<file path="config.mk">
export PLATFORM = sky130hd
export DESIGN_NAME = spi_dc_arbiter
export DESIGN_NICKNAME = d
export VERILOG_FILES = /design/src/rtl/spi_dc_arbiter.sv
export SDC_FILE = /design/constraint.sdc
export NUM_CORES = 1
export LEC_CHECK = 0
export CORE_MARGIN = 4
export CORE_UTILIZATION = 45
export DETAILED_ROUTE_END_ITERATION = 10
export GPL_ROUTABILITY_DRIVEN = 0
export PLACE_DENSITY_LB_ADDON = 0.3
export RECOVER_POWER = 100
export SLEW_MARGIN = 30
export SYNTH_ARGS = -nofsm -noshare
export SYNTH_HDL_FRONTEND = slang
export SYNTH_SLANG_ARGS = --single-unit
</file>
<file path="constraint.sdc">
create_clock -name clk -period 2.04 [get_ports clk]
set_input_delay 0.204 -clock clk [delete_from_list [all_inputs] [get_ports clk]]
set_output_delay 0.204 -clock clk [all_outputs]
set_load 0.01 [all_outputs]
</file>
<file path="src/rtl/spi_dc_arbiter.sv">
// Two-requester arbiter in front of a daisy-chained SPI master: grants one byte, runs one chain transaction, returns the echoed byte.
// Optional build macro SPI_DC_PRIO_EN: requester 0 gets fixed priority instead of round-robin.
module spi_dc_arbiter #(
  parameter int CAP_EDGE  = 27,
  parameter int END_EDGE  = 28,
  parameter int GAP_EDGES = 2
) (
  input  logic       clk,
  input  logic       rst,
  input  logic       req0_valid,
  input  logic [7:0] req0_data,
  output logic       req0_ready,
  input  logic       req1_valid,
  input  logic [7:0] req1_data,
  output logic       req1_ready,
  output logic       rsp_valid,
  output logic       rsp_id,
  output logic [7:0] rsp_data,
  output logic       busy,
  input  logic       link_sclk,
  output logic       link_newd,
  output logic [7:0] link_din,
  input  logic [7:0] link_dout,
  output logic [2:0] dbg_state
);

  // Handshake: a byte moves on a clk edge where reqN_valid && reqN_ready; ready is only
  // ever a single-cycle pulse in IDLE and never depends on a previously dropped valid.
  typedef enum logic [2:0] {DRAIN, IDLE, ALIGN, START, RUN, CAPTURE, DONE, GAP} state_t;

  localparam logic [4:0] CAP_CNT   = 5'(CAP_EDGE);
  localparam logic [4:0] END_CNT   = 5'(END_EDGE);
  localparam logic [4:0] GAP_CNT   = 5'(GAP_EDGES);
  localparam logic [4:0] DRAIN_CNT = 5'(END_EDGE + GAP_EDGES);

  state_t     state, state_next;
  logic [4:0] edge_cnt, edge_next, edge_inc;
  logic       wait_cnt, wait_next;
  logic       rr_last, owner;
  logic       any_valid, grant_id, grant, fire, cap;
  logic       sclk_q1, sclk_q2, sclk_q3;
  logic       rise, fall;

  // The link keeps running through reset, so the synchronizer is never cleared.
  always_ff @(posedge clk) begin
    sclk_q1 <= link_sclk;
    sclk_q2 <= sclk_q1;
    sclk_q3 <= sclk_q2;
  end

  assign rise      = sclk_q2 & ~sclk_q3;
  assign fall      = ~sclk_q2 & sclk_q3;
  assign edge_inc  = (edge_cnt == 5'd31) ? edge_cnt : edge_cnt + 5'd1;
  assign any_valid = req0_valid | req1_valid;

`ifdef SPI_DC_PRIO_EN
  assign grant_id = ~req0_valid;
`else
  assign grant_id = (req0_valid & req1_valid) ? ~rr_last : ~req0_valid;
`endif

  assign grant      = (state == IDLE) & any_valid & ~rst;
  assign req0_ready = grant & ~grant_id;
  assign req1_ready = grant & grant_id;
  assign busy       = rst | (state != IDLE);
  assign link_newd  = (state == START);
  assign dbg_state  = state;

  always_comb begin
    state_next = state;
    edge_next  = edge_cnt;
    wait_next  = wait_cnt;
    fire       = 1'b0;
    cap        = 1'b0;
    case (state)
      DRAIN: if (rise) begin
        edge_next = edge_inc;
        if (edge_inc == DRAIN_CNT) begin
          edge_next  = 5'd0;
          state_next = IDLE;
        end
      end
      IDLE:  if (any_valid) state_next = ALIGN;
      ALIGN: if (fall) state_next = START;
      START: if (rise) begin
        edge_next  = 5'd0;
        state_next = RUN;
      end
      RUN: if (rise) begin
        edge_next = edge_inc;
        if (edge_inc == CAP_CNT) begin
          wait_next  = 1'b0;
          state_next = CAPTURE;
        end
      end
      CAPTURE: begin
        if (rise) edge_next = edge_inc;
        if (wait_cnt) begin
          cap        = 1'b1;
          state_next = DONE;
        end else begin
          wait_next = 1'b1;
        end
      end
      DONE: if (rise) begin
        edge_next = edge_inc;
        if (edge_inc == END_CNT) begin
          fire       = 1'b1;
          edge_next  = 5'd0;
          state_next = GAP;
        end
      end
      GAP: if (rise) begin
        edge_next = edge_inc;
        if (edge_inc == GAP_CNT) begin
          edge_next  = 5'd0;
          state_next = IDLE;
        end
      end
      default: state_next = DRAIN;
    endcase
  end

  always_ff @(posedge clk) begin
    if (rst) begin
      state     <= DRAIN;
      edge_cnt  <= 5'd0;
      wait_cnt  <= 1'b0;
      rr_last   <= 1'b1;
      owner     <= 1'b0;
      link_din  <= 8'd0;
      rsp_valid <= 1'b0;
      rsp_id    <= 1'b0;
      rsp_data  <= 8'd0;
    end else begin
      state     <= state_next;
      edge_cnt  <= edge_next;
      wait_cnt  <= wait_next;
      rsp_valid <= fire;
      if (fire) rsp_id <= owner;
      if (cap) rsp_data <= link_dout;
      if (grant) begin
        link_din <= grant_id ? req1_data : req0_data;
        owner    <= grant_id;
        rr_last  <= grant_id;
      end
    end
  end

endmodule

</file>
Word-level counts from Yosys, hierarchy flattened
Index checks and enable logic that the tools add are counted.

Eq/ne operators: 26. Reduce and logical (&&, ||, !) cells: 7. Muxes and demuxes: 33. Bitwise logic cells: 15. Add/subtract/negate cells: 1.

Operators with widths (number): two-way mux 5 bit (9); two-way mux 3 bit (12); one-hot mux 5 bit (5 select lines) (1); one-hot mux 3 bit (8 select lines) (1); != test 2 bit, second input constant (11); == test 5 bit, second input constant (4); == test 3 bit, second input constant (4); AND reduction 12 bit (1); two-way mux 1 bit (8); two-way mux 8 bit (1); AND 1 bit (7); == test 3 x 2 -> 1 bit, second input constant (2); NOT 1 bit (6); AND reduction 6 bit (1); adder 5 x 1 -> 5 bit, second input constant (1); == test 5 x 2 -> 1 bit, second input constant (1); nonzero test 5 bit (1); != test 2 x 1 -> 1 bit, second input constant (2); == test 3 x 1 -> 1 bit, second input constant (1); zero test 3 bit (1); != test 3 x 1 -> 1 bit, second input constant (1); AND reduction 3 bit (1); OR 1 bit (2); one-hot mux 1 bit (2 select lines) (1); other kinds (2) (2).

Logic and storage cells: 94. Input bits: 29. Output and inout port bits: 25. Register bits: 32.

Depth between registers and ports, before layout
Word-level depth: 6. Depth in mapped cells: 7. Gate-level depth less buffers: 6.

Worst setup path after synthesis
No wires, ideal clock.

Kind: flip-flop to flip-flop. Start point: register edge_cnt[0]. End point: register rsp_id. Data required time: 1.970 ns. Data arrival time: 1.789 ns. Clock period less this slack: 1.859 ns. Setup slack: 0.181 ns. Path buffers: 0. Cell stages (with the launch flop): 7. Setup time: 0.070 ns. Cells stage by stage: dfxtp_1 ha_1 or3b_1 a21oi_2 nor2_2 or4b_1 a21oi_1.

Word-level cells in the longest chain between the ends: 6. Elaborated cells between the ends (all ways): 7. Classes of those cells: 1 x add/sub; 2 x eq/ne; 4 x mux.

RTL lines: start, declared (RTL line 37) `logic [4:0] edge_cnt, edge_next, edge_inc;`; start signal, assigned (RTL line 137) `edge_cnt <= edge_next;`; adder 5 x 1 -> 5 bit / == test 5 bit (equally long branches) (RTL line 53) `assign edge_inc = (edge_cnt == 5'd31) ? edge_cnt : edge_cnt + 5'd1;`; two-way mux 5 bit * (RTL line 53); == test 5 bit * (RTL line 107) `if (edge_inc == END_CNT) begin`; two-way mux 1 bit * (RTL line 107); two-way mux 1 bit * (RTL line 105) `DONE: if (rise) begin`; two-way mux 1 bit * (RTL line 75) `case (state)`; end signal, assigned (RTL line 140) `if (fire) rsp_id <= owner;`; end, declared (RTL line 17) `output logic rsp_id,`.

Mark *: on every way between the ends. The rest lies on a longest branch, timed or not. A chain may end at the register's enable or synchronous reset.

Final worst setup path
Same ends and word-level chain as after synthesis.

==> results.py <==
metrics = {
    "timing": {
        "final_hold_viol_count": 0,
        "number_of_pins_with_negative_max_slew_slack_in_the_final_report": 0,
        "finalCriticalPeriod_ns": 1.93,
        "finalSetupViolations": 0,
        "skew_ns": 0.00517,
        "slew_headroom_pct": 56.4,
        "grt_setup_unrepaired": "no",
        "tns_ns": 0,
        "tightest_slew_ns": 0.650,
        "min_period_over_period_pct": 94.5,
        "layout_setup_ws_ns": 0.112,
        "hold_ws_ns": 0.341,
        "clock.fmax_ghz": 0.519,
    },
    "global_route": {
        "grt_antenna_before_repair": 0,
        "grt_first_pass_wirelength_um": 6960,
        "grt_util_all_layers_pct": 20.4,
        "grt_start_max_net_pins": 32,
        "grt_pass1_vias": 1535,
        "globalRoute.totalOverflow": 0,
    },
    "die": {
        "num_io_pins": 54,
        "placement_rows": 21,
        "fp.dieW_um": 67.4,
        "fp.coreArea_um2": 3360,
        "die_height_um": 67.4,
        "initial_core_util_pct": 47.1,
        "die_area_um2": 4540,
    },
    "logic_synthesis": {
        "synth_ff_type": "sky130_fd_sc_hd__dfxtp_1",
        "synth_largest_area_cell": "sky130_fd_sc_hd__dfxtp_1",
        "synth_sequential_area_ratio_pct": 40.4,
        "ys_top_cells_by_area": "sky130_fd_sc_hd__dfxtp_1 (40%), sky130_fd_sc_hd__nand2_1 (7.1%), sky130_fd_sc_hd__a21oi_1 (6.0%)",
        "synth_enable_flop_cells": 0,
        "asyncSetResetFlopFracSynth_pct": 0,
        "synthesis.nets": 223,
        "fraction_of_synthesized_cell_area_taken_by_the_top_area_cell_type_pct": 40.4,
        "synth_commonest_cells": "sky130_fd_sc_hd__dfxtp_1 (32), sky130_fd_sc_hd__nand2_1 (30), sky130_fd_sc_hd__a21oi_1 (19)",
        "synth.distinct_cells": 41,
        "synth_area_um2": 1590,
        "postSynthRegisterBits": 32,
        "ys_warn_count": 0,
        "synthesis.area_per_instance_um2": 8.21,
        "yosysMostFrequentCell": "sky130_fd_sc_hd__dfxtp_1",
        "syn-instance-count": 193,
    },
    "power": {
        "vdd_ir_max_v": 0.000420,
        "post-layout-total-power_uw": 1100,
        "leak_pwr_uw": 0.000931,
        "power_per_cell_area_nw_per_um2": 473,
    },
    "run_status": {
        "outcome": "completed",
    },
    "drt": {
        "postRouteWirelength_um": 4390,
        "vias_per_cell": 5.55,
        "drt_first_iter_violations": 194,
        "firstDrtPassIters": 5,
        "detailroute.via_count": 1699,
        "routed_wire_length_per_instance_um": 14.3,
        "antenna_violating_nets_post_route": 0,
        "drc_errors": 0,
    },
    "cts": {
        "ctsRootBufferMaster": "sky130_fd_sc_hd__clkbuf_4",
        "worstSkewPairLatency_ns": 0.34,
        "ctsHoldBuffers": 0,
        "ctsHtreeMaxLevel": 2,
        "clock-sinks": 32,
        "cts_tree": "yes",
        "clkTransAtPathRegs_ns": 0.10,
        "numCtsBuffers": 5,
        "clock_tree.buffer_depth": 2,
    },
    "setup_path": {
        "rr_endpoint": "rsp_id$_SDFFE_PP0P_",
        "rrSetupSlack_ns": 0.11,
        "rr_worst_depth": 6,
        "crit_path_end_kind": "register",
        "crit_path_max_fanout": 9,
        "critPathKind": "register to register",
        "cp-start-kind": "register",
        "cp.arrival_ns": 2.20,
        "critical_path.reg2reg.startpoint": "edge_cnt[0]$_SDFFE_PP0P_",
        "cp_data_required_time_ns": 2.32,
    },
    "cells_and_area": {
        "num-nets-final": 289,
        "number_of_inserted_diodes": 0,
        "final_layout_size_suffix_gt1_share_pct": 11.9,
        "fill_cell_count": 303,
        "area.growth.synth_to_final_pct": 46.2,
        "final_core_utilization_pct": 68.9,
    },
    "min_path": {
        "hold_path_class": "register to register",
        "worst_hold_start": "sclk_q1$_DFF_P_",
        "hold-path-endpoint": "sclk_q2$_DFF_P_",
        "hold_depth": 0,
    },
    "run": {
        "timing.max_cap.violations": 0,
    },
    "place": {
        "io_buffers": 53,
        "place_worst_setup_slack_ns": -0.00488,
        "detailedPlacementHpwl_um": 3200,
    },
}
[cells by family after synthesis]
kind of cell	count (synthesis)	synth area share (%)
adders and majority gates	1	0.789
AOI/OAI and AO/OA	55	24.2
buffers and inverters	17	4.34
muxes	5	3.16
DFF	32	40.4
and+or+nand+nor	83	27.1
[area by class of cell]
class                   instances  area, µm²  area share [%]
multi-input cells             144        892            38.5
clock inverters                 3       18.8           0.810
clock buffers                   5       37.5            1.62
flip-flops and latches         32        641            27.6
inverters                       6       22.5           0.972
repair buffers                 70        648            28.0
well taps                      46       57.6            2.48
[per-stage QoR]
stage	instance area (µm²)	instances
2_1_floorplan	1590	193
3_3_place_gp	2250	298
3_5_place_dp	2250	298
4_1_cts	2320	306
5_1_grt	2320	306
6_report	2320	306
[critical path: stages, from the launching register on]
cell and delay, ns:
sky130_fd_sc_hd__dfxtp_1 0.33, sky130_fd_sc_hd__ha_1 0.22, sky130_fd_sc_hd__or3b_1 0.37, sky130_fd_sc_hd__a21oi_2 0.21, sky130_fd_sc_hd__nor2_4 0.09, sky130_fd_sc_hd__or4b_1 0.52
sky130_fd_sc_hd__a21oi_1 0.12
[cells in the final DEF (no fill, tap or decap), types with 6 or more instances in the layout]
cell type / Yosys / routed
sky130_fd_sc_hd__nor2_1: 18 / 18
sky130_fd_sc_hd__a222oi_1: 8 / 8
sky130_fd_sc_hd__buf_4: 0 / 14
sky130_fd_sc_hd__dlygate4sd3_1: 0 / 22
sky130_fd_sc_hd__clkbuf_4: 0 / 6
sky130_fd_sc_hd__a21oi_1: 19 / 21
sky130_fd_sc_hd__dfxtp_1: 32 / 32
sky130_fd_sc_hd__o21ai_0: 8 / 8
sky130_fd_sc_hd__clkdlybuf4s50_1: 0 / 29
sky130_fd_sc_hd__nand2_1: 30 / 30
[worst max-delay path by stage]
| stage | to | from | slack, ns |
|---|---|---|---|
| finish | rsp_id$_SDFFE_PP0P_ | edge_cnt[0]$_SDFFE_PP0P_ | 0.11 |
| global route | rsp_id$_SDFFE_PP0P_ | edge_cnt[0]$_SDFFE_PP0P_ | 0.02 |
| CTS | link_newd | dbg_state[2]$_SDFFE_PP0P_ | 0.003 |
| detailed placement | req0_ready | rst | -0.005 |
| global placement | req0_ready | rst | 0.01 |
| floorplan | rsp_id$_SDFFE_PP0P_ | edge_cnt[0]$_SDFFE_PP0P_ | 0.18 |
[power by group]
part | total (µW) | leakage [µW] | internal [µW] | switching [µW]
combinational | 107 | 0.000637 | 65.9 | 41.5
sequential | 632 | 0.000259 | 630 | 2.84
clock | 357 | 0.0000349 | 132 | 225
total | 1100 | 0.000931 | 827 | 270
[layer usage]
| metal | track usage [%] | routed length, µm | vias to the layer above |
|---|---|---|---|
| li1 | - | - | 842 |
| met1 | 25.3 | 1950 | 785 |
| met2 | 33.0 | 2060 | 62 |
| met3 | 6.99 | 306 | 10 |
| met4 | 6.84 | 78 | 0 |
| met5 | 0 | 0 | - |
[sequential cells by signal, indices dropped and copies added (netlist names), 3 cells and up]
name	flops
link_din	8
rsp_data	8
edge_cnt	5
dbg_state	3
[timing repair]
item	in CTS	in global routing
setup endpoints to repair	2	3
setup buffers	0	0
pin swaps	0	0
gates resized for setup	3	4
No activity file was read; power rests on OpenSTA's default activity.
